File: src/rtl/decode_stage_pkg.sv
// Shared decode types: instruction field positions, class/funcode enums and the
// decoded-control struct produced from one 32-bit instruction word.
package decode_pkg;

  localparam int FT_HI      = 31;
  localparam int FT_LO      = 30;
  localparam int FC_HI      = 29;
  localparam int FC_LO      = 28;
  localparam int RD_HI      = 27;
  localparam int RD_LO      = 24;
  localparam int RS_HI      = 23;
  localparam int RS_LO      = 20;
  localparam int RX_HI      = 19;
  localparam int RX_LO      = 16;
  localparam int IMM19_HI   = 19;
  localparam int IMM19_LO   = 1;
  localparam int IMM28_HI   = 27;
  localparam int IMM28_LO   = 0;
  localparam int IMM4_HI    = 23;
  localparam int IMM4_LO    = 20;
  localparam int IMMSEL_BIT = 0;

  typedef enum logic [1:0] {FT_REG = 2'b00, FT_MEM = 2'b01, FT_BR = 2'b10, FT_KERN = 2'b11} funtype_e;
  typedef enum logic [1:0] {FC_ADD = 2'b00, FC_SUB = 2'b01, FC_MOV = 2'b10, FC_CMP = 2'b11} reg_fc_e;
  typedef enum logic [1:0] {FC_LOAD = 2'b00, FC_STORE = 2'b01} mem_fc_e;
  typedef enum logic [1:0] {FC_KWB = 2'b00, FC_CACHEWR = 2'b10} kern_fc_e;
  typedef enum logic [1:0] {IMM_4 = 2'd0, IMM_19 = 2'd1, IMM_28 = 2'd2} imm_sel_e;

  typedef struct packed {
    logic       wb;
    logic       memrd;
    logic       memwr;
    logic       branch;
    logic       cachewr;
    logic       zero_a;   // operand A forced to 0, so source A is not read
    logic       use_imm;  // operand B from immediate, so source B is not read
    imm_sel_e   imm_sel;
    logic [3:0] a_addr;
  } dec_ctrl_t;

  function automatic dec_ctrl_t decode(input logic [31:0] instr);
    dec_ctrl_t  d;
    funtype_e   ft;
    logic [1:0] fc;
    ft        = funtype_e'(instr[FT_HI:FT_LO]);
    fc        = instr[FC_HI:FC_LO];
    d         = '0;
    d.memrd   = (ft == FT_MEM) && (fc == FC_LOAD);
    d.memwr   = (ft == FT_MEM) && (fc == FC_STORE);
    d.branch  = (ft == FT_BR);
    d.cachewr = (ft == FT_KERN) && (fc == FC_CACHEWR);
    d.wb      = ((ft == FT_REG) && (fc != FC_CMP)) || d.memrd || d.branch ||
                ((ft == FT_KERN) && (fc == FC_KWB));
    d.zero_a  = ((ft == FT_REG) && (fc == FC_MOV)) || (ft == FT_KERN);
    d.use_imm = instr[IMMSEL_BIT] || d.cachewr;
    d.a_addr  = ((ft == FT_REG) && (fc == FC_CMP)) ? instr[RD_HI:RD_LO] : instr[RS_HI:RS_LO];
    if (d.cachewr)          d.imm_sel = IMM_4;
    else if (ft == FT_REG)  d.imm_sel = IMM_19;
    else                    d.imm_sel = IMM_28;
    return d;
  endfunction

endpackage

File: src/rtl/decode_stage_imm_extend.sv
// Immediate select (imm4 / imm19 / imm28) and zero/sign extension to DATA_W.
module imm_extend
  import decode_pkg::*;
#(
  parameter int DATA_W   = 32,
  parameter int SEXT_IMM = 0
) (
  input  logic [27:0]       fields,
  input  imm_sel_e          imm_sel,
  output logic [DATA_W-1:0] imm
);

  localparam bit SX = (SEXT_IMM != 0);

  logic [3:0]  i4;
  logic [18:0] i19;
  logic [27:0] i28;

  assign i4  = fields[IMM4_HI:IMM4_LO];
  assign i19 = fields[IMM19_HI:IMM19_LO];
  assign i28 = fields[IMM28_HI:IMM28_LO];

  always_comb begin
    imm = '0;
    case (imm_sel)
      IMM_4:   imm = {{(DATA_W-4){SX && i4[3]}}, i4};
      IMM_19:  imm = {{(DATA_W-19){SX && i19[18]}}, i19};
      IMM_28:  imm = {{(DATA_W-28){SX && i28[27]}}, i28};
      default: imm = '0;
    endcase
  end

endmodule

File: src/rtl/decode_stage.sv
// Decode stage: one-cycle instr -> ex register with ready/valid backpressure.
// Define DECODE_INTERLOCK_EN for the load-use interlock (RUN/BUBBLE FSM, stall_cnt).
module decode_stage
  import decode_pkg::*;
#(
  parameter int DATA_W   = 32,
  parameter int SEXT_IMM = 0,
  parameter int CNT_W    = 16
) (
  input  logic              clk,
  input  logic              rst,
  input  logic              in_valid,
  output logic              in_ready,
  input  logic [31:0]       instr,
  input  logic [DATA_W-1:0] pc_in,
  output logic [3:0]        rf_a_addr,
  output logic [3:0]        rf_b_addr,
  input  logic [DATA_W-1:0] rf_a_data,
  input  logic [DATA_W-1:0] rf_b_data,
  input  logic [DATA_W-1:0] rf_d_data,
  input  logic              flush,
  output logic              ex_valid,
  input  logic              ex_ready,
  output logic [1:0]        ex_funtype,
  output logic [1:0]        ex_funcode,
  output logic [3:0]        ex_rd,
  output logic [DATA_W-1:0] ex_opa,
  output logic [DATA_W-1:0] ex_opb,
  output logic [DATA_W-1:0] ex_stdata,
  output logic [DATA_W-1:0] ex_pc,
  output logic              ex_wb,
  output logic              ex_memrd,
  output logic              ex_memwr,
  output logic              ex_branch,
  output logic              ex_cachewr,
  output logic [CNT_W-1:0]  stall_cnt
);

  dec_ctrl_t         dc;
  logic [DATA_W-1:0] imm;
  logic              load_en, hazard, accept, rst_hold;

  assign dc        = decode(instr);
  assign rf_a_addr = dc.a_addr;
  assign rf_b_addr = instr[RX_HI:RX_LO];

  imm_extend #(.DATA_W(DATA_W), .SEXT_IMM(SEXT_IMM)) u_imm (
    .fields  (instr[27:0]),
    .imm_sel (dc.imm_sel),
    .imm     (imm)
  );

  // Blocks acceptance for the first edge after reset release so an instr
  // presented across the release is dropped.
  always_ff @(posedge clk or posedge rst)
    if (rst) rst_hold <= 1'b1;
    else     rst_hold <= 1'b0;

  assign load_en  = !ex_valid || ex_ready;
  assign in_ready = load_en && !hazard && !flush && !rst_hold;
  assign accept   = in_valid && in_ready;

  always_ff @(posedge clk or posedge rst) begin
    if (rst) begin
      ex_valid   <= 1'b0;
      ex_funtype <= '0;
      ex_funcode <= '0;
      ex_rd      <= '0;
      ex_opa     <= '0;
      ex_opb     <= '0;
      ex_stdata  <= '0;
      ex_pc      <= '0;
      ex_wb      <= 1'b0;
      ex_memrd   <= 1'b0;
      ex_memwr   <= 1'b0;
      ex_branch  <= 1'b0;
      ex_cachewr <= 1'b0;
    end else if (flush) begin
      ex_valid <= 1'b0;
    end else if (load_en) begin
      ex_valid <= accept;
      if (accept) begin
        ex_funtype <= instr[FT_HI:FT_LO];
        ex_funcode <= instr[FC_HI:FC_LO];
        ex_rd      <= instr[RD_HI:RD_LO];
        ex_opa     <= dc.zero_a ? '0 : rf_a_data;
        ex_opb     <= dc.use_imm ? imm : rf_b_data;
        ex_stdata  <= rf_d_data;
        ex_pc      <= pc_in;
        ex_wb      <= dc.wb;
        ex_memrd   <= dc.memrd;
        ex_memwr   <= dc.memwr;
        ex_branch  <= dc.branch;
        ex_cachewr <= dc.cachewr;
      end
    end
  end

`ifdef DECODE_INTERLOCK_EN
  typedef enum logic {RUN = 1'b0, BUBBLE = 1'b1} state_e;

  state_e           state, state_nx;
  logic [CNT_W-1:0] cnt, cnt_nx;
  logic             a_hit, b_hit;

  // Load-use: the load in ex cannot forward, so a dependent instr waits one bubble.
  assign a_hit  = !dc.zero_a && (ex_rd == dc.a_addr);
  assign b_hit  = !dc.use_imm && (ex_rd == rf_b_addr);
  assign hazard = ex_valid && ex_memrd && in_valid && (a_hit || b_hit);

  always_comb begin
    state_nx = state;
    cnt_nx   = cnt;
    if (flush) begin
      state_nx = RUN;
    end else begin
      case (state)
        RUN: if (hazard && load_en) begin
          state_nx = BUBBLE;
          if (cnt != '1) cnt_nx = cnt + CNT_W'(1);
        end
        BUBBLE: if (load_en) state_nx = RUN;
        default: state_nx = RUN;
      endcase
    end
  end

  always_ff @(posedge clk or posedge rst) begin
    if (rst) begin
      state <= RUN;
      cnt   <= '0;
    end else begin
      state <= state_nx;
      cnt   <= cnt_nx;
    end
  end

  assign stall_cnt = cnt;
`else
  assign hazard    = 1'b0;
  assign stall_cnt = '0;
`endif

endmodule
File: config.mk
export PLATFORM = sky130hd
export DESIGN_NAME = decode_stage
export DESIGN_NICKNAME = d
export VERILOG_FILES = /design/src/rtl/decode_stage_pkg.sv /design/src/rtl/decode_stage_imm_extend.sv /design/src/rtl/decode_stage.sv
export SDC_FILE = /design/constraint.sdc
export NUM_CORES = 1
export LEC_CHECK = 0
export CAP_MARGIN = 0
export CORE_AREA = 2 2 127 129
export CTS_CLUSTER_SIZE = 28
export DETAILED_ROUTE_END_ITERATION = 10
export DIE_AREA = 0 0 129 131
export PLACE_DENSITY = 0.81
export SLEW_MARGIN = 20
export SYNTH_ARGS = -nofsm -noshare
export SYNTH_HDL_FRONTEND = slang
export SYNTH_SLANG_ARGS = --single-unit
File: constraint.sdc
create_clock -name clk -period 8 [get_ports clk]
set_input_delay 2 -clock clk [delete_from_list [all_inputs] [get_ports clk]]
set_output_delay 2 -clock clk [all_outputs]
set_load 0.05 [all_outputs]
; Word level (Yosys, flattened, before mapping)
; Index checks and enable logic that the tools add are counted.
; Widths: inputs -> output; s select.
[word_totals]
wordCells = 56
in_bits = 165
output_inout_bits = 167
register_bits = 143
[op_classes]
n_reduce_logical = 24
n_eq_ne = 9
muxes = 8
bitwise_logic = 1
[op_table]
columns = op, n
row1 = $pmux 28 s3, 1
row2 = $mux 32, 2
row3 = $eq 2x2->1 const B, 5
row4 = $logic_and 1x1->1, 10
row5 = $eq 2x1->1 const B, 3
row6 = $logic_not 2->1, 3
row7 = $logic_or 1x1->1, 6
row8 = $mux 2, 2
row9 = $mux 4, 1
row10 = $logic_not 1->1, 3
row11 = $reduce_and 3->1, 1
row12 = $mux 1, 2
row13 = $ne 2x2->1 const B, 1
row14 = $reduce_bool 2->1, 1
row15 = $not 1->1, 1

; Longest topological paths before layout
; Gate-level depths: netlist of run 1.
[logic_depth]
ltp_word = 7
ltp_mapped = 6
depth_no_buf = 4

; Hierarchy
; From an unflattened synthesis of run 1, not the netlist that was laid out.
[unflattened]
hier_cells = 556
hier_area_um2 = 6927.9
[by_module_without_submodules]
columns = module, cells_each, instances, area_per_inst_um2, seq_area_each_um2
row1 = decode_stage, 512, 1, 6541.3, 3579.7
row2 = imm_extend, 44, 1, 386.6, 0.0

; Least setup slack after synthesis of run 1
; No wires, ideal clock.
[synth_timing]
kind = input to output
startpoint = in instr[31]
endpoint = out rf_a_addr[0]
path_buffers = 2
arrival_ps = 3135
slack_ps = 2865
required_ps = 6000
cell_stages = 5
path_cell_list = or2_1 buf_6 nor2_1 mux2_2 buf_4
[synth_lines]
columns = element, line_no
row1 = from (decl), decode_stage.sv:14  ; input logic [31:0] instr,
row2 = to (decl), decode_stage.sv:16  ; output logic [3:0] rf_a_addr,

; Worst setup path after layout of run 1
[layout_timing]
startpoint = in instr[31]
endpoint = out rf_a_addr[0]
[layout_via]
elab_chain_cells = 3
[layout_lines]
columns = element, line_no
row1 = $logic_not 2->1, decode_stage_pkg.sv:56  ; d.a_addr = ((ft == FT_REG) && (fc == FC_CMP)) ? instr[RD_HI:RD_LO] : instr[RS_HI:RS_LO];
row2 = $logic_and 1x1->1, decode_stage_pkg.sv:56
row3 = $mux 4, decode_stage_pkg.sv:56
; Every way passes these cells.

==> impl_results.md, run 1 <==
- Status: finished clean
- Syn_area_per_cell: 13.23 um^2
- DR vias: 4846
- Mux cell area share after synthesis: 0.1706
- Critical path endpoint category: output pin
- Worst EP arrival: 4480 ps
- Total GRT Usage: 0.1986
- Setup TNS Final: 0 ps
- Gates resized, CTS repair: 0
- Synth warn: 0
- Fraction of layout instances using a drive strength above 1: 0.1558
- CTS root buf: clkbuf_16
- Max_cap viols: 0
- Pwr per Cell Area: 290.3 nW/um^2
- Per-cell routed wire length: 17.67 um
- Total power: 2.876 mW
- Yosys top cell area share: 0.5851
- Final WS setup: 1522 ps
- Adder-cell share of the synthesized area: 0
- RSZ-0062 raised after global routing: no
- # port buffers: 315
- H-tree levels: 4
- Initial Utilization: 0.3894
- Worst-Skew Late Latency: 410 ps
- Pre-CTS WS: 1543 ps
- Setup Skew: 6.035 ps
- Worst R2R Path Depth: 5
- Core ar.: 15600 um^2
- GP Congestion: 0.8450
- CTS tree: built
- Clock buffer count from CTS: 17
- DR iter-0 viols: 223
- Via density: 4.915
- Top post-synthesis cells by area: dfrtp_1 59%, mux2_2 14%, a22o_1 5.2%, mux2i_1 3.0%, o21ai_0 3.0%
- Most common cell after layout, fill and taps aside: clkdlybuf4s50_1
- Min Hold Slack: 475.3 ps
- Worst hold stages: 1
- Yosys cell types: 34
- FMAX: 154.4 MHz
- Diodes inserted: 0
- Reg-to-Reg Start: rst_hold
- Worst R2R Setup Slack: 5590 ps
- Register area share after synthesis: 0.5894
- Largest net degree at the start of global routing: 96
- Gr ovfl total: 0
- Final Setup Violations: 0
- Share of the clock period used by the worst path after layout: 0.8097
- Slew HR: 0.4068
- Post-Place Cells: 954
- Non-Filler Instances: 986
- Hold buffers post-CTS: 0
- Die W: 129 um
- Top-Level Pins: 332
- Post-DP HPWL: 13070 um
- Clock Pin Slew Worst Setup and Hold Paths: 60 ps
- Post-Synthesis Cells: 459
- Num rows: 46
- Most frequent cells in the layout: 315 x clkdlybuf4s50_1, 142 x dfrtp_1, 76 x mux2_2
- Synth Area in Simple Gates: 0.03502
- WL final: 17420 um
- Pre-antenna DRT Iters: 4
- Clock Tree Buf Depth: 2
- Number of fill cells: 1194
- Leakage power: 4.287 nW
- R2r endpoint: ex_opa[17]
- Required time worst endpoint: 6000 ps
- HP Class: reg -> reg
- Setup CP Type: in -> out
- Vias in the first global route: 4993
- Seq cells post-synth: 143
- Height of the chip: 131 um
- Syn Std Cell Area: 6073 um^2
- CTS sink cnt: 143
- Setup Buffers After CTS: 0
- Final nets: 922
- Final antenna-violating net count: 0
- Max VDD drop: 0.1252 mV
- Worst Tran Pin Value: 889.9 ps
- Area leader, netlist: dfrtp_1
- Final core area utilization: 0.6351
- Design area: 9906 um^2
- Post-route DRC: 0
- Antenna violations before repair: 0
- Hold Path Sink: ex_opb[5]
- Final Slew Violations: 0
- Dpl cell area: 9260 um^2
- Synth Area in Compound Gates: 0.1438
- Final Hold Fails: 0
- Hold Startpoint: ex_opb[5]
- Die area: 16900 um^2
- Element type at the critical path start: input pin
- First-pass GRT wire length: 25700 um
- Post-route minimum period: 6478 ps
- Post-Synth XOR/XNOR Area: 0
- Largest family of logic cells by synthesized area: multiplexers
- Worst Path Max Fanout: 16
- Area grow syn2layout: 63.10%
## synth_stat cells
cell / n
a22o_1: 36
nor2_1: 4
inv_1: 1
and4b_1: 1
a22oi_1: 9
dfrtp_1: 142
o22ai_1: 3
nor4b_1: 1
o2bb2ai_1: 3
or4b_2: 1
a211oi_1: 15
nor3_1: 1
mux2_2: 76
dfstp_2: 1
a211oi_4: 1
nand3_1: 1
a21o_1: 15
nand2b_1: 3
nand4b_1: 1
and3_1: 1
and2_1: 1
a21oi_1: 4
or4bb_1: 1
buf_6: 5
o21ai_0: 36
nor3b_2: 1
mux2i_1: 18
buf_2: 18
nor2_2: 1
conb_1: 1
clkbuf_1: 10
or2_1: 1
nand2_1: 22
buf_4: 24
## final cells by class
| class | count | area (um^2) | share of cell area |
|---|---|---|---|
| Clock inverter | 14 | 206.4 | 0.02084 |
| Clock buffer | 18 | 439.2 | 0.04433 |
| Inverter | 1 | 8.758 | 0.0008842 |
| Tap cell | 216 | 270.3 | 0.02728 |
| Timing Repair Buffer | 320 | 3203 | 0.3234 |
| Multi-Input combinational cell | 274 | 2198 | 0.2219 |
| Sequential cell | 143 | 3580 | 0.3614 |
## registers in the layout (all words and copies together), names as in the netlist, 2 cells and up
register / cells
ex_opb: 32
ex_stdata: 32
ex_pc: 32
ex_funcode: 2
ex_rd: 4
ex_funtype: 2
ex_opa: 32
## worst max-delay path, cell delays in order
cell and delay [ps]:
clkdlybuf4s50_1 690, or2_1 360, nor2_1 320, mux2_2 380
clkdlybuf4s50_1 710
## kinds of logic after synthesis
family / Yosys count
buffers and inverters: 58
multiplexers: 94
flip-flops: 143
other: 1
AO/OA/AOI/OAI: 122
AND/OR/NAND/NOR: 41
## where the power goes
group          total, mW  leakage [nW]  switching, mW  internal [mW]
Clock              0.848         0.311          0.311          0.537
Combinational       1.09          2.22          0.689          0.406
Sequential         0.933          1.76         0.0732          0.860
Total               2.88          4.29           1.07           1.80
## per-layer routing
layer,vias to the layer above,wire length [um],GRT usage
met5,-,0,0
met4,0,407,0.08632
met3,31,1416,0.06881
met2,228,9159,0.3576
met1,2356,6435,0.2120
li1,2231,-,-
## how the worst max path moves through the flow
stage / slack (ps) / endpoint / startpoint / cells after the start
after floorplan: 2160 / ex_branch / rst / 1
after global placement: 1610 / rf_a_addr[0] / instr[31] / 5
after detailed placement: 1540 / rf_a_addr[0] / instr[31] / 5
after CTS: 1520 / rf_a_addr[0] / instr[31] / 5
after global routing: 1420 / rf_a_addr[0] / instr[31] / 5
final: 1520 / rf_a_addr[0] / instr[31] / 5
Power figures use the tool's default switching activity.
==> run 2: changes to the inputs <==
- CORE_AREA: 2 2 127 129 -> unset
- CORE_ASPECT_RATIO: unset -> 0.9
- CORE_UTILIZATION: unset -> 35
- DIE_AREA: 0 0 129 131 -> unset
- PLACE_DENSITY: 0.81 -> 0.76
- clock period: 8 -> 5.2 ns (I/O delays scaled with it)
==> run 2 against run 1 <==
Cell count increased by 2.2%. Global-route usage up 0.30 points. First-iteration DRC count decreased by 9.0%. Critical path depth up 1. Sequential cell count unchanged. Sequential power is 53% higher. Total power rose by 50%. Non-clock buffer count grew 3. Wire length is 0.82% higher. Worst setup slack worse by 640 ps. Via count increased by 0.74%. Clock power is 40% higher.
==> impl_results.md, run 2 (same netlist as run 1, synthesis figures left out) <==
- Status: finished clean
- Die area: 17880 um^2
- Pwr per Cell Area: 433.5 nW/um^2
- Total GRT Usage: 0.2016
- Worst Tran Pin Value: 810.6 ps
- Final Slew Violations: 0
- Hold Startpoint: ex_opb[15]
- Reg-to-Reg Start: rst_hold
- Largest net degree at the start of global routing: 79
- Worst R2R Setup Slack: 3060 ps
- Non-Filler Instances: 1008
- Met1 Track Usage GR: 0.2313
- Met2 Use GR: 0.3503
- CTS root buf: clkbuf_16
- Final core area utilization: 0.5869
- Setup CP Type: in -> out
- Worst EP arrival: 3020 ps
- Initial Utilization: 0.3584
- HP Class: reg -> reg
- R2r endpoint: ex_opa[26]
- Required time worst endpoint: 3900 ps
- Design area: 9947 um^2
- Height of the chip: 127.0 um
- Share of the clock period used by the worst path after layout: 0.8309
- Top-Level Pins: 332
- Vias in the first global route: 5124
- Met3 usage: 0.07496
- Worst R2R Path Depth: 5
- Pre-antenna DRT Iters: 4
- Post-DP HPWL: 12800 um
- GRT busiest layer: met2
- Post-route DRC: 0
- # port buffers: 315
- H-tree levels: 4
- Final antenna-violating net count: 0
- Worst hold stages: 1
- Element type at the critical path start: input pin
- Min Hold Slack: 476.6 ps
- Most common cell after layout, fill and taps aside: clkdlybuf4s50_1
- Worst Path Max Fanout: 16
- Core ar.: 16950 um^2
- DR vias: 4882
- DR iter-0 viols: 203
- Dpl cell area: 9371 um^2
- Per-cell routed wire length: 17.42 um
- Leakage power: 4.298 nW
- Gates resized, CTS repair: 0
- RSZ-0062 raised after global routing: no
- Post-route minimum period: 4321 ps
- WL final: 17560 um
- FMAX: 231.4 MHz
- Setup Skew: 9.482 ps
- Gr ovfl total: 0
- Setup Buffers After CTS: 0
- Fraction of layout instances using a drive strength above 1: 0.1643
- Clock Tree Buf Depth: 2
- Die W: 140.9 um
- Hold Path Sink: ex_opb[15]
- Num rows: 45
- Clock Pin Slew Worst Setup and Hold Paths: 60 ps
- Hold buffers post-CTS: 0
- Clock buffer count from CTS: 17
- Final Hold Fails: 0
- Final nets: 925
- Critical path endpoint category: output pin
- CTS tree: built
- First-pass GRT wire length: 27740 um
- Final Setup Violations: 0
- Most frequent cells in the layout: 311 x clkdlybuf4s50_1, 142 x dfrtp_1, 76 x mux2_2
- CTS sink cnt: 143
- Antenna violations before repair: 0
- Slew HR: 0.4567
- Max_cap viols: 0
- Post-Place Cells: 976
- Diodes inserted: 0
- Setup TNS Final: 0 ps
- Max VDD drop: 0.3034 mV
- Via density: 4.843
- GP Congestion: 0.7854
- Worst-Skew Late Latency: 420 ps
- Area grow syn2layout: 63.78%
[run 2: metal layers]
layer / vias up / part of all wire / routed length [um]
li1: 2239 / - / -
met1: 2386 / 0.39 / 6820
met2: 238 / 0.51 / 8947
met3: 19 / 0.089 / 1566
met4: 0 / 0.013 / 228
met5: - / 0 / 0
[run 2: where the power goes]
part | internal [mW] | total [mW] | switching (mW)
Sequential | 1.32 | 1.43 | 0.110
Combinational | 0.632 | 1.69 | 1.06
Clock | 0.674 | 1.19 | 0.514
Total | 2.63 | 4.31 | 1.68
[run 2: how the worst max path moves through the flow]
stage / endpoint / start / slack, ps / depth (start not counted)
4_1_cts: rf_a_addr[0] / instr[30] / 880 / 6
5_1_grt: rf_a_addr[0] / instr[31] / 800 / 6
3_3_place_gp: rf_a_addr[1] / instr[31] / 920 / 6
2_1_floorplan: ex_branch / rst / 60 / 1
3_5_place_dp: rf_a_addr[0] / instr[30] / 880 / 6
6_report: rf_a_addr[0] / instr[31] / 880 / 6
[run 2: stage by stage]
| stage | worst slack [ps] | power [mW] |
|---|---|---|
| after global placement | 915.0 | 3.125 |
| after global routing | 804.2 | 4.482 |
| after detailed placement | 882.0 | 3.153 |
| after CTS | 882.3 | 4.365 |
| final | 879.2 | 4.312 |
| after floorplan | 63.73 | 2.499 |
[run 2: critical path: stages]
cell and delay [ps]:
clkdlybuf4s50_1 400, buf_4 190, or2_1 250, nor2_1 310, mux2_2 420, buf_12 150
[run 2: area by class of cell]
| cell class | instances | area [um^2] |
|---|---|---|
| fillers | 1384 | 7000 |
| flip-flops and latches | 143 | 3580 |
| repair buffers | 323 | 3291 |
| multi-input cells | 274 | 2198 |
| clock buffers | 17 | 425.4 |
| well taps | 235 | 294.0 |
| clock inverters | 15 | 150.1 |
| inverters | 1 | 8.758 |
==> run 3: changes to the inputs <==
- clock period: 5.2 -> 3.6 ns (I/O delays scaled with it)
==> run 3 against run 2 <==
Global-route usage decreased by 0.076 points. Design area increased by 0.13%. Combinational power increased by 45%. Sequential share of layout area about the same. Via count increased by 0.53%. Largest cell class unchanged. Largest power group unchanged. Wire length increased by 0.93%. Die area unchanged. Core utilization increased by 0.074 points. Critical path type unchanged. Worst setup slack got worse by 670 ps. Critical path depth decreased by 1. Cell count increased by 0.40%. First-iteration DRC count increased by 20%.
==> impl_results.md, run 3 (same netlist as run 1, synthesis figures left out) <==
- Most common cell after layout, fill and taps aside: clkdlybuf4s50_1
- Worst Tran Pin Value: 601.9 ps
- Initial Utilization: 0.3584
- Post-DP HPWL: 13320 um
- Leakage power: 4.308 nW
- Pre-antenna DRT Iters: 4
- Die W: 140.9 um
- Clock buffer count from CTS: 17
- Setup Buffers After CTS: 0
- Worst path slowest cell: clkdlybuf4s50_1
- Max_cap viols: 0
- WL final: 17730 um
- Top-Level Pins: 332
- Slew HR: 0.5975
- Per-cell routed wire length: 17.52 um
- Critical path endpoint category: output pin
- Via density: 4.850
- Element type at the critical path start: input pin
- Hold buffers post-CTS: 0
- Pwr per Cell Area: 619.1 nW/um^2
- Area grow syn2layout: 63.99%
- Core ar.: 16950 um^2
- Final Hold Fails: 0
- Diodes inserted: 0
- CTS root buf: clkbuf_16
- Die area: 17880 um^2
- Setup Skew: 10.92 ps
- Height of the chip: 127.0 um
- Fraction of layout instances using a drive strength above 1: 0.1660
- CTS tree: built
- H-tree levels: 4
- Clock Tree Buf Depth: 2
- Setup TNS Final: 0 ps
- Uppermost layer routed: met4
- Metal3 WL: 1433 um
- Met2 wire length: 9052 um
- Antenna violations before repair: 0
- Max VDD drop: 0.2974 mV
- First-pass GRT wire length: 27580 um
- DR iter-0 viols: 243
- GP Congestion: 0.7641
- # port buffers: 315
- Post-route minimum period: 3389 ps
- Number of fill cells: 1383
- Post-Place Cells: 980
- Share of the clock period used by the worst path after layout: 0.9415
- HP Class: reg -> reg
- Worst path cell trace: clkdlybuf4s50_1 > or2_1 > nor2_1 > mux2_2 > buf_12
- CTS sink cnt: 143
- Gates resized, CTS repair: 0
- Num rows: 45
- Post-route DRC: 0
- RSZ-0062 raised after global routing: no
- Setup CP Type: in -> out
- Final Setup Violations: 0
- Final antenna-violating net count: 0
- Final Slew Violations: 0
- Largest net degree at the start of global routing: 75
- Worst-Skew Late Latency: 410 ps
- Gr ovfl total: 0
- Required time worst endpoint: 2700 ps
- Total power: 6.166 mW
- Worst stage delay on the critical path: 430 ps
- FMAX: 295.0 MHz
- Vias in the first global route: 5197
- Clock Pin Slew Worst Setup and Hold Paths: 60 ps
- Most frequent cells in the layout: 310 x clkdlybuf4s50_1, 142 x dfrtp_1, 76 x mux2_2
- Worst Path Max Fanout: 4
- Final nets: 929
- Worst EP arrival: 2490 ps
- WL met1: 6961 um
- Non-Filler Instances: 1012
- Status: finished clean
- DR vias: 4908
- Total GRT Usage: 0.2008
-- run 3: cell types whose count changed in the layout (fill, tap and decap cells not counted), sizes merged --
cell	previous run	this run
inv	9	2
clkbuf	17	20
clkdlybuf4s50	311	310
buf	12	17
clkinv	3	7
-- run 3: final timing paths --
check | startpoint | cells after the start | to | slack (ps)
worst max register to register | rst_hold | 5 | ex_opa[4] | 1590
worst min register to register | ex_opb[10] | 1 | ex_opb[10] | 480
min in group asynchronous | rst | 3 | ex_stdata[19] | 960
worst max-delay path | instr[30] | 5 | rf_a_addr[1] | 210
max in group asynchronous | rst | 3 | rst_hold | 2290
worst min-delay path | ex_opb[10] | 1 | ex_opb[10] | 480
-- run 3: layout make-up --
class                      instances  area (um^2)  area share
sequential                       143         3580      0.3594
timing repair buffer             327         3331      0.3344
tap                              235        294.0     0.02952
multi-input combinational        274         2198      0.2207
clock inverter                    12        112.6     0.01131
clock buffer                      20        436.7     0.04384
inverter                           1        7.507   0.0007538
-- run 3: stage by stage --
| step | cell area (um^2) | hold WS [ps] | utilization | setup slack (ps) |
|---|---|---|---|---|
| after global placement | 9410 | 460.4 | 0.5553 | 231.3 |
| after CTS | 9960 | 480.9 | 0.5877 | 215.9 |
| final | 9960 | 476.6 | 0.5877 | 210.5 |
| after detailed placement | 9410 | 467.0 | 0.5553 | 222.1 |
| after global routing | 9960 | 494.1 | 0.5877 | 166.9 |
| after floorplan | 6137 | 753.8 | - | 664.7 |
-- run 3: routing by layer --
layer	global-route usage	up-vias
met5	0	-
met4	0.07161	0
met2	0.3483	217
li1	-	2237
met3	0.06859	24
met1	0.2310	2430
-- run 3: report_power, final --
group / internal, mW / leakage, nW / switching [mW] / total [mW]
clock: 0.954 / 0.265 / 0.690 / 1.64
combinational: 0.916 / 2.29 / 1.53 / 2.45
sequential: 1.91 / 1.76 / 0.163 / 2.07
-- run 3: worst max-delay path, delay by kind of cell --
| family | cells | cell delay, ps |
|---|---|---|
| buf+inv | 2 | 590 |
| mux | 1 | 420 |
| simple gates | 2 | 570 |
